[src/rtl/branch_predictor_pkg.sv]
// Shared constants and counter-state encoding for the gshare branch predictor.
package branch_predictor_pkg;

    localparam int PR_IDX_WIDTH  = 8;
    localparam int PR_HIST_WIDTH = 4;
    localparam int PR_ADDR_WIDTH = 32;

    typedef enum logic [1:0] {
        CNT_STRONG_NT = 2'b00,
        CNT_WEAK_NT   = 2'b01,
        CNT_WEAK_T    = 2'b10,
        CNT_STRONG_T  = 2'b11
    } cnt_state_t;

    localparam logic [1:0] PR_CNT_INIT = CNT_WEAK_NT;

endpackage

[src/rtl/branch_predictor_sat_counter2.sv]
// 2-bit saturating up/down counter, next-state only; the state lives in the caller's table.
module sat_counter2
    import branch_predictor_pkg::*;
(
    input  logic [1:0] i_cnt,
    input  logic       i_inc,
    output logic [1:0] o_next
);

    always_comb begin
        o_next = i_cnt;
        if (i_inc) begin
            if (i_cnt != CNT_STRONG_T) o_next = i_cnt + 2'd1;
        end else begin
            if (i_cnt != CNT_STRONG_NT) o_next = i_cnt - 2'd1;
        end
    end

endmodule

[src/rtl/branch_predictor.sv]
// Gshare direction predictor: zero-latency lookup, commit-side training, retired-only global history.
module branch_predictor
    import branch_predictor_pkg::*;
#(
    parameter int IDX_WIDTH  = PR_IDX_WIDTH,
    parameter int HIST_WIDTH = PR_HIST_WIDTH,
    parameter int STAT_WIDTH = 32
) (
    input  logic                     clk_in,
    input  logic                     rst_in,
    input  logic                     rdy_in,
    input  logic [PR_ADDR_WIDTH-1:0] if_to_pr_PC,
    output logic                     pr_to_if_pred_br,
    input  logic                     rob_to_pr_ready,
    input  logic [PR_ADDR_WIDTH-1:0] rob_to_pr_PC,
    input  logic                     rob_to_pr_br_taken,
    output logic [STAT_WIDTH-1:0]    pr_stat_branches,
    output logic [STAT_WIDTH-1:0]    pr_stat_miss
);

    localparam int ENTRIES = 2 ** IDX_WIDTH;

    logic [1:0]            r_table [0:ENTRIES-1];
    logic [HIST_WIDTH-1:0] r_ghr;
    logic [STAT_WIDTH-1:0] r_branches;
    logic [STAT_WIDTH-1:0] r_miss;

    logic [IDX_WIDTH-1:0]  w_hist_ext;
    logic [IDX_WIDTH-1:0]  w_lookup_idx;
    logic [IDX_WIDTH-1:0]  w_train_idx;
    logic                  w_train;
    logic [1:0]            w_train_cnt;
    logic [1:0]            w_train_next;
    logic                  w_train_miss;
    logic [HIST_WIDTH-1:0] w_ghr_next;
    logic                  w_unused_pc_bits;

    assign w_hist_ext   = IDX_WIDTH'(r_ghr);
    assign w_lookup_idx = if_to_pr_PC[IDX_WIDTH+1:2] ^ w_hist_ext;
    assign w_train_idx  = rob_to_pr_PC[IDX_WIDTH+1:2] ^ w_hist_ext;

    // Read-before-write: lookups always see the table and history as of the start of the cycle.
    assign pr_to_if_pred_br = r_table[w_lookup_idx][1];

    // Training handshake: rob_to_pr_ready is a one-cycle valid with no back-pressure; it is
    // consumed only when rdy_in is high (and reset is low), otherwise it is dropped. PC/outcome
    // are ignored whenever the strobe is low.
    assign w_train      = rob_to_pr_ready & rdy_in;
    assign w_train_cnt  = r_table[w_train_idx];
    assign w_train_miss = w_train_cnt[1] != rob_to_pr_br_taken;

    sat_counter2 u_sat_counter2 (
        .i_cnt  (w_train_cnt),
        .i_inc  (rob_to_pr_br_taken),
        .o_next (w_train_next)
    );

    generate
        if (HIST_WIDTH == 1) begin : g_hist1
            assign w_ghr_next = rob_to_pr_br_taken;
        end else begin : g_histn
            assign w_ghr_next = {r_ghr[HIST_WIDTH-2:0], rob_to_pr_br_taken};
        end
    endgenerate

    always_ff @(posedge clk_in) begin
        if (rst_in) begin
            for (int i = 0; i < ENTRIES; i++) begin
                r_table[i] <= PR_CNT_INIT;
            end
            r_ghr      <= '0;
            r_branches <= '0;
            r_miss     <= '0;
        end else if (w_train) begin
            r_table[w_train_idx] <= w_train_next;
            r_ghr                <= w_ghr_next;
            // Statistics saturate rather than wrap.
            if (r_branches != {STAT_WIDTH{1'b1}}) r_branches <= r_branches + STAT_WIDTH'(1);
            if (w_train_miss && (r_miss != {STAT_WIDTH{1'b1}})) r_miss <= r_miss + STAT_WIDTH'(1);
        end
    end

    assign pr_stat_branches = r_branches;
    assign pr_stat_miss     = r_miss;

    assign w_unused_pc_bits = ^{if_to_pr_PC[PR_ADDR_WIDTH-1:IDX_WIDTH+2], if_to_pr_PC[1:0],
                                rob_to_pr_PC[PR_ADDR_WIDTH-1:IDX_WIDTH+2], rob_to_pr_PC[1:0]};

endmodule
[config.mk]
export PLATFORM = sky130hd
export DESIGN_NAME = branch_predictor
export DESIGN_NICKNAME = d
export VERILOG_FILES = /design/src/rtl/branch_predictor_pkg.sv /design/src/rtl/branch_predictor_sat_counter2.sv /design/src/rtl/branch_predictor.sv
export SDC_FILE = /design/constraint.sdc
export NUM_CORES = 1
export LEC_CHECK = 0
export CAP_MARGIN = 10
export CORE_ASPECT_RATIO = 0.5
export CORE_UTILIZATION = 45
export DETAILED_ROUTE_END_ITERATION = 10
export PLACE_DENSITY = 0.69
export RECOVER_POWER = 50
export SYNTH_ARGS = -nofsm -noshare
export SYNTH_HDL_FRONTEND = slang
export SYNTH_SLANG_ARGS = --single-unit
[constraint.sdc]
create_clock -name clk_in -period 3.5 [get_ports clk_in]
set_input_delay 0.35 -clock clk_in [delete_from_list [all_inputs] [get_ports clk_in]]
set_output_delay 0.35 -clock clk_in [all_outputs]
set_load 0.02 [all_outputs]
## Word level (Yosys, flattened, before mapping)

Memory sizes are Yosys's and may differ from the RTL's.
Cells that the tools add are included.

- Register bits: 68
- RAM bits: 512
- Bits of input ports: 69
- Logic and storage cells: 31
- Memories: 1

- $add $sub $neg: 4
- Eq/ne operators: 4
- Mux-type cells: 11
- Bitwise logic cells: 3
- Reduce and logical (&&, ||, !) cells: 5

Memory list:

| name | depth | bits a word | rd ports | clocked after Yosys merged registers in | wr ports | line | RTL |
|---|---|---|---|---|---|---|---|
| r_table | 256 | 2 | 2 | 0 | 256 | branch_predictor.sv:23 | `logic [1:0] r_table [0:ENTRIES-1];` |

Operator list:

| kind | number |
|---|---|
| $add 32x1->32 const B | 2 |
| $ne 32x32->1 const B | 2 |
| $xor 8x4->8 | 2 |
| $mux 2 | 4 |
| $mux 8 | 1 |
| $mux 1 | 6 |
| $reduce_and 2->1 | 2 |
| $add 2x1->2 const B | 1 |
| $ne 2x2->1 const B | 1 |
| $reduce_bool 2->1 | 1 |
| $reduce_or 2->1 | 1 |
| $sub 2x1->2 const B | 1 |
| $and 1x1->1 | 1 |
| $logic_and 1x1->1 | 1 |
| $ne 1x1->1 | 1 |

## Longest topological paths before layout

- Depth in word-level cells: 6
- Mapped depth: 16
- Mapped depth without buffers: 10

## Hierarchy

A second synthesis with hierarchy kept.

- Cells, all modules: 2454
- Area total of the unflattened synthesis: 29806.1 µm²

Modules (own cells, without submodules):

| module | times used | cells each | area an instance (µm²) | seq. area each (µm²) |
|---|---|---|---|---|
| branch_predictor | 1 | 2451 | 29779.8 | 16736.1 |
| sat_counter2 | 1 | 3 | 26.3 | 0.0 |

## Worst setup path before layout

OpenSTA, ideal clock, no wires.

- Path type: register to output
- Start point: reg r_ghr[0]
- End point: out pr_to_if_pred_br
- Arrival time: 3631 ps
- Slack: -481 ps
- Stages on the path, launching flop included: 8
- Buffers on the path: 2
- Cells stage by stage: dfxtp_1 buf_4 xor2_1 clkbuf_1 mux4_2 mux4_2 mux4_2 mux4_2

- Longest elaborated chain between the ends: 2

Ends and longest elaborated chain:

| item | line | RTL |
|---|---|---|
| start: declaration | branch_predictor.sv:24 | `logic [HIST_WIDTH-1:0] r_ghr;` |
| start signal: assignment | branch_predictor.sv:76 | `r_ghr <= w_ghr_next;` |
| $xor 8x4->8 | branch_predictor.sv:39 | `assign w_lookup_idx = if_to_pr_PC[IDX_WIDTH+1:2] ^ w_hist_ext;` |
| $mem_v2 256x2 | - |  |
| end: declaration | branch_predictor.sv:13 | `output logic pr_to_if_pred_br,` |

No other way between the ends.

==> results.tsv <==
metric	value	unit
largest net degree at the start of global routing	194	
reg2reg setup slack	-0.86	ns
area grow syn2layout	29.1	%
Crit Path Max Fanout	13	
die extent in y	187	microns
Root Buffer	clkbuf_16	
post-placement setup slack	-1.05	ns
most used cell along the critical path	buf_12	
commonest cells after routing, fill and taps aside	edfxtp_1, nand3_1, mux4_2, buf_4, a21o_1	
Synth Warn #	0	
setup TNS	-351.59	ns
Total GRT Usage	0.290	
flops & latches, synth	580	
remaining antenna violation count	0	
Critical Path Sink Type	register	
status	finished with violations	
Cell Pwr Density	442	nW/um^2
Routed WL per cell	30.5	microns
global-route wire length before repair	148	mm
fin util	0.590	
initial antenna violation count	0	
vias	25188	
Slew HR	0.216	
Die Area	69400	sq um
crit path kind	reg2reg	
Starting Density	0.457	
post-synthesis cell count	2506	
worst r2r src	r_ghr[0]	
Total Wirelength	111	mm
EDFF count, synth	512	
top-level I/O count	134	
Synth Flop Type	edfxtp_1	
total power	17500	uW
max incr delay on CP	0.53	ns
leakage dissipation	0.0131	uW
CTS tree	done	
Pre-Repair DR Iteration Count	7	
CTS Buffer Depth	3	
failing checks	negative setup slack	
CP cell instances	buf_4 -> buf_8 -> xnor2_1 -> buf_6 -> buf_12 -> mux4_2 -> a22oi_1 -> nand3_1 -> nand4_1 -> o22ai_2 -> or2_4 -> maj3_4 -> buf_12 -> buf_12 -> clkbuf_16 -> nand3_1	
Worst Max-Slew Pin Slew	1.18	ns
die width	372	microns
Hold WC Path Type	in2reg	
worst reg-to-reg path cell count	16	
PortBufs	85	
share of cells above drive strength 1	0.347	
Critical Path Source Type	register	
clk_lat worst skew	0.62	ns
Slew Viols, Final	0	
Tmin final	4.36	ns
Num CTS Buffers	53	
fmax	229	MHz
Distinct cells, synth	63	
synthesized area	30700	sq um
slowest CP cell	mux4_2	
reg2reg end	r_table[40][0]	
RSZ-0062 raised after global routing	true	
clock slew at reported path FFs	0.07	ns
CTS Sinks	580	
Crit path required time	3.96	ns
setup violators final	567	
Tcrit/Tclk final	1.25	
Max Cap Violations	0	
Vias/cell	6.94	
syn nets	2577	
vias in the first global route	22732	
post-synthesis sequential area ratio	0.545	
Final Skew	0.0220	ns
Final Net Count	2759	
htree depth	2	
maximum vdd drop	0.423	mV
Post-synth ARST share	0	
RePlAce Congestion	0.969	
Min-Delay Startpoint	rst_in	
DR DRC count	0	
CP arrival	4.83	ns
Core Footprint	67200	sq um
GRT Residual Overflow	0	
commonest non-fill, non-tap cell in the layout	edfxtp_1	
Hold Path Cell Cnt	2	
Hold Path Sink	pr_stat_miss[30]	
setup ws final	-0.864	ns
placed wire-length estimate	67.6	mm
syn_area_per_cell	12.3	sq um
First DRT Iteration DRCs	4217	
FP Rows	67	
Final Hold Fails	0	
## critical path: cells and delay by family, from the launching register on
kind	cells	cell delay, ns
XOR/XNOR	1	0.51
AO/OA/AOI/OAI	2	0.40
multiplexers	1	0.53
adder cells (fa/ha/maj)	1	0.41
flip-flops	1	0.37
buffers and inverters	7	1.15
AND/OR/NAND/NOR	4	0.79
## cell families after synthesis
group,Yosys count,synth area share
and+or+nand+nor,1022,0.167
AOI/OAI and AO/OA,311,0.0748
DFF,580,0.545
xor gates and xnor gates,38,0.0111
adders and majority gates,4,0.00147
buffers and inverters,323,0.0450
muxes,228,0.156
## power breakdown
part / total (uW) / switching (uW) / internal (uW)
registers: 7690 / 83.9 / 7600
clock network: 6290 / 2750 / 3540
logic: 3570 / 2010 / 1560
total: 17500 / 4850 / 12700
## per-stage QoR
| step | hold WS [ns] | cell area, sq um | std cells |
|---|---|---|---|
| detailed placement | 0.494 | 34500 | 3465 |
| CTS | 0.0587 | 37000 | 3575 |
| floorplan | 0.495 | 30800 | 2506 |
| global placement | 0.487 | 34500 | 3465 |
| finish | 0.0661 | 39700 | 3630 |
| global route | 0.0696 | 39700 | 3629 |
## cell usage after synthesis, types with 8 or more instances
library cell / n / area [sq um]
inv_1: 17 / 63.8
nand2_1: 164 / 616
or2_2: 9 / 56.3
dfxtp_1: 68 / 1360
and3_1: 14 / 87.6
nor2_1: 181 / 679
nand2b_1: 83 / 519
buf_2: 56 / 280
a22oi_1: 28 / 210
a21o_1: 173 / 1300
nand4_1: 23 / 144
nor4_1: 175 / 1090
or3_1: 11 / 68.8
a21oi_1: 27 / 135
mux2i_1: 15 / 150
clkbuf_1: 229 / 860
nor3_1: 29 / 145
o22ai_1: 24 / 150
xnor2_1: 13 / 114
a31o_2: 8 / 70.1
xor2_1: 24 / 210
edfxtp_1: 512 / 15400
o21bai_1: 9 / 67.6
nand3_1: 304 / 1520
mux2_2: 11 / 124
nor2b_1: 15 / 93.8
mux4_2: 198 / 4460
## metal layers
layer  vias to the layer above  global-route usage  part of all wire
li1                      10098                   -                 -
met1                     12434               0.393              0.35
met2                      2251               0.440              0.45
met3                       405              0.0815              0.15
met4                         0               0.120             0.051
met5                         -                   0                 0
## area by class of cell
class | count | area (sq um)
diodes | 1 | 2.50
clock buffers | 62 | 1400
clock inverters | 37 | 418
fillers | 5100 | 27600
inverters | 17 | 63.8
multi-input cells | 1604 | 14700
flip-flops and latches | 580 | 16700
well taps | 897 | 1120
repair buffers | 432 | 5180
## state kept, by name, summed over array words and instances (netlist names)
signal            flops
pr_stat_branches     32
pr_stat_miss         32
r_ghr                 4
r_table             512
## repair_timing
item | 4_1_cts | 5_1_grt
hold buffers | 0 | 0
pin swaps | 7 | 42
resized for setup | 72 | 333
cloned | 8 | 36
setup endpoints to repair | 545 | 545
setup buffers | 3 | 24
## how the worst max path moves through the flow
stage / startpoint / end / slack (ns) / cells after the start
after floorplan: r_ghr[3] / pr_to_if_pred_br / 0.0004 / 5
after global placement: if_to_pr_PC[2] / pr_to_if_pred_br / -1.03 / 9
after detailed placement: if_to_pr_PC[2] / pr_to_if_pred_br / -1.05 / 9
after CTS: r_ghr[0] / pr_to_if_pred_br / -0.76 / 8
after global routing: r_ghr[0] / r_table[23][0] / -0.84 / 17
final: r_ghr[0] / r_table[40][0] / -0.86 / 16
Power figures use the tool's default switching activity.
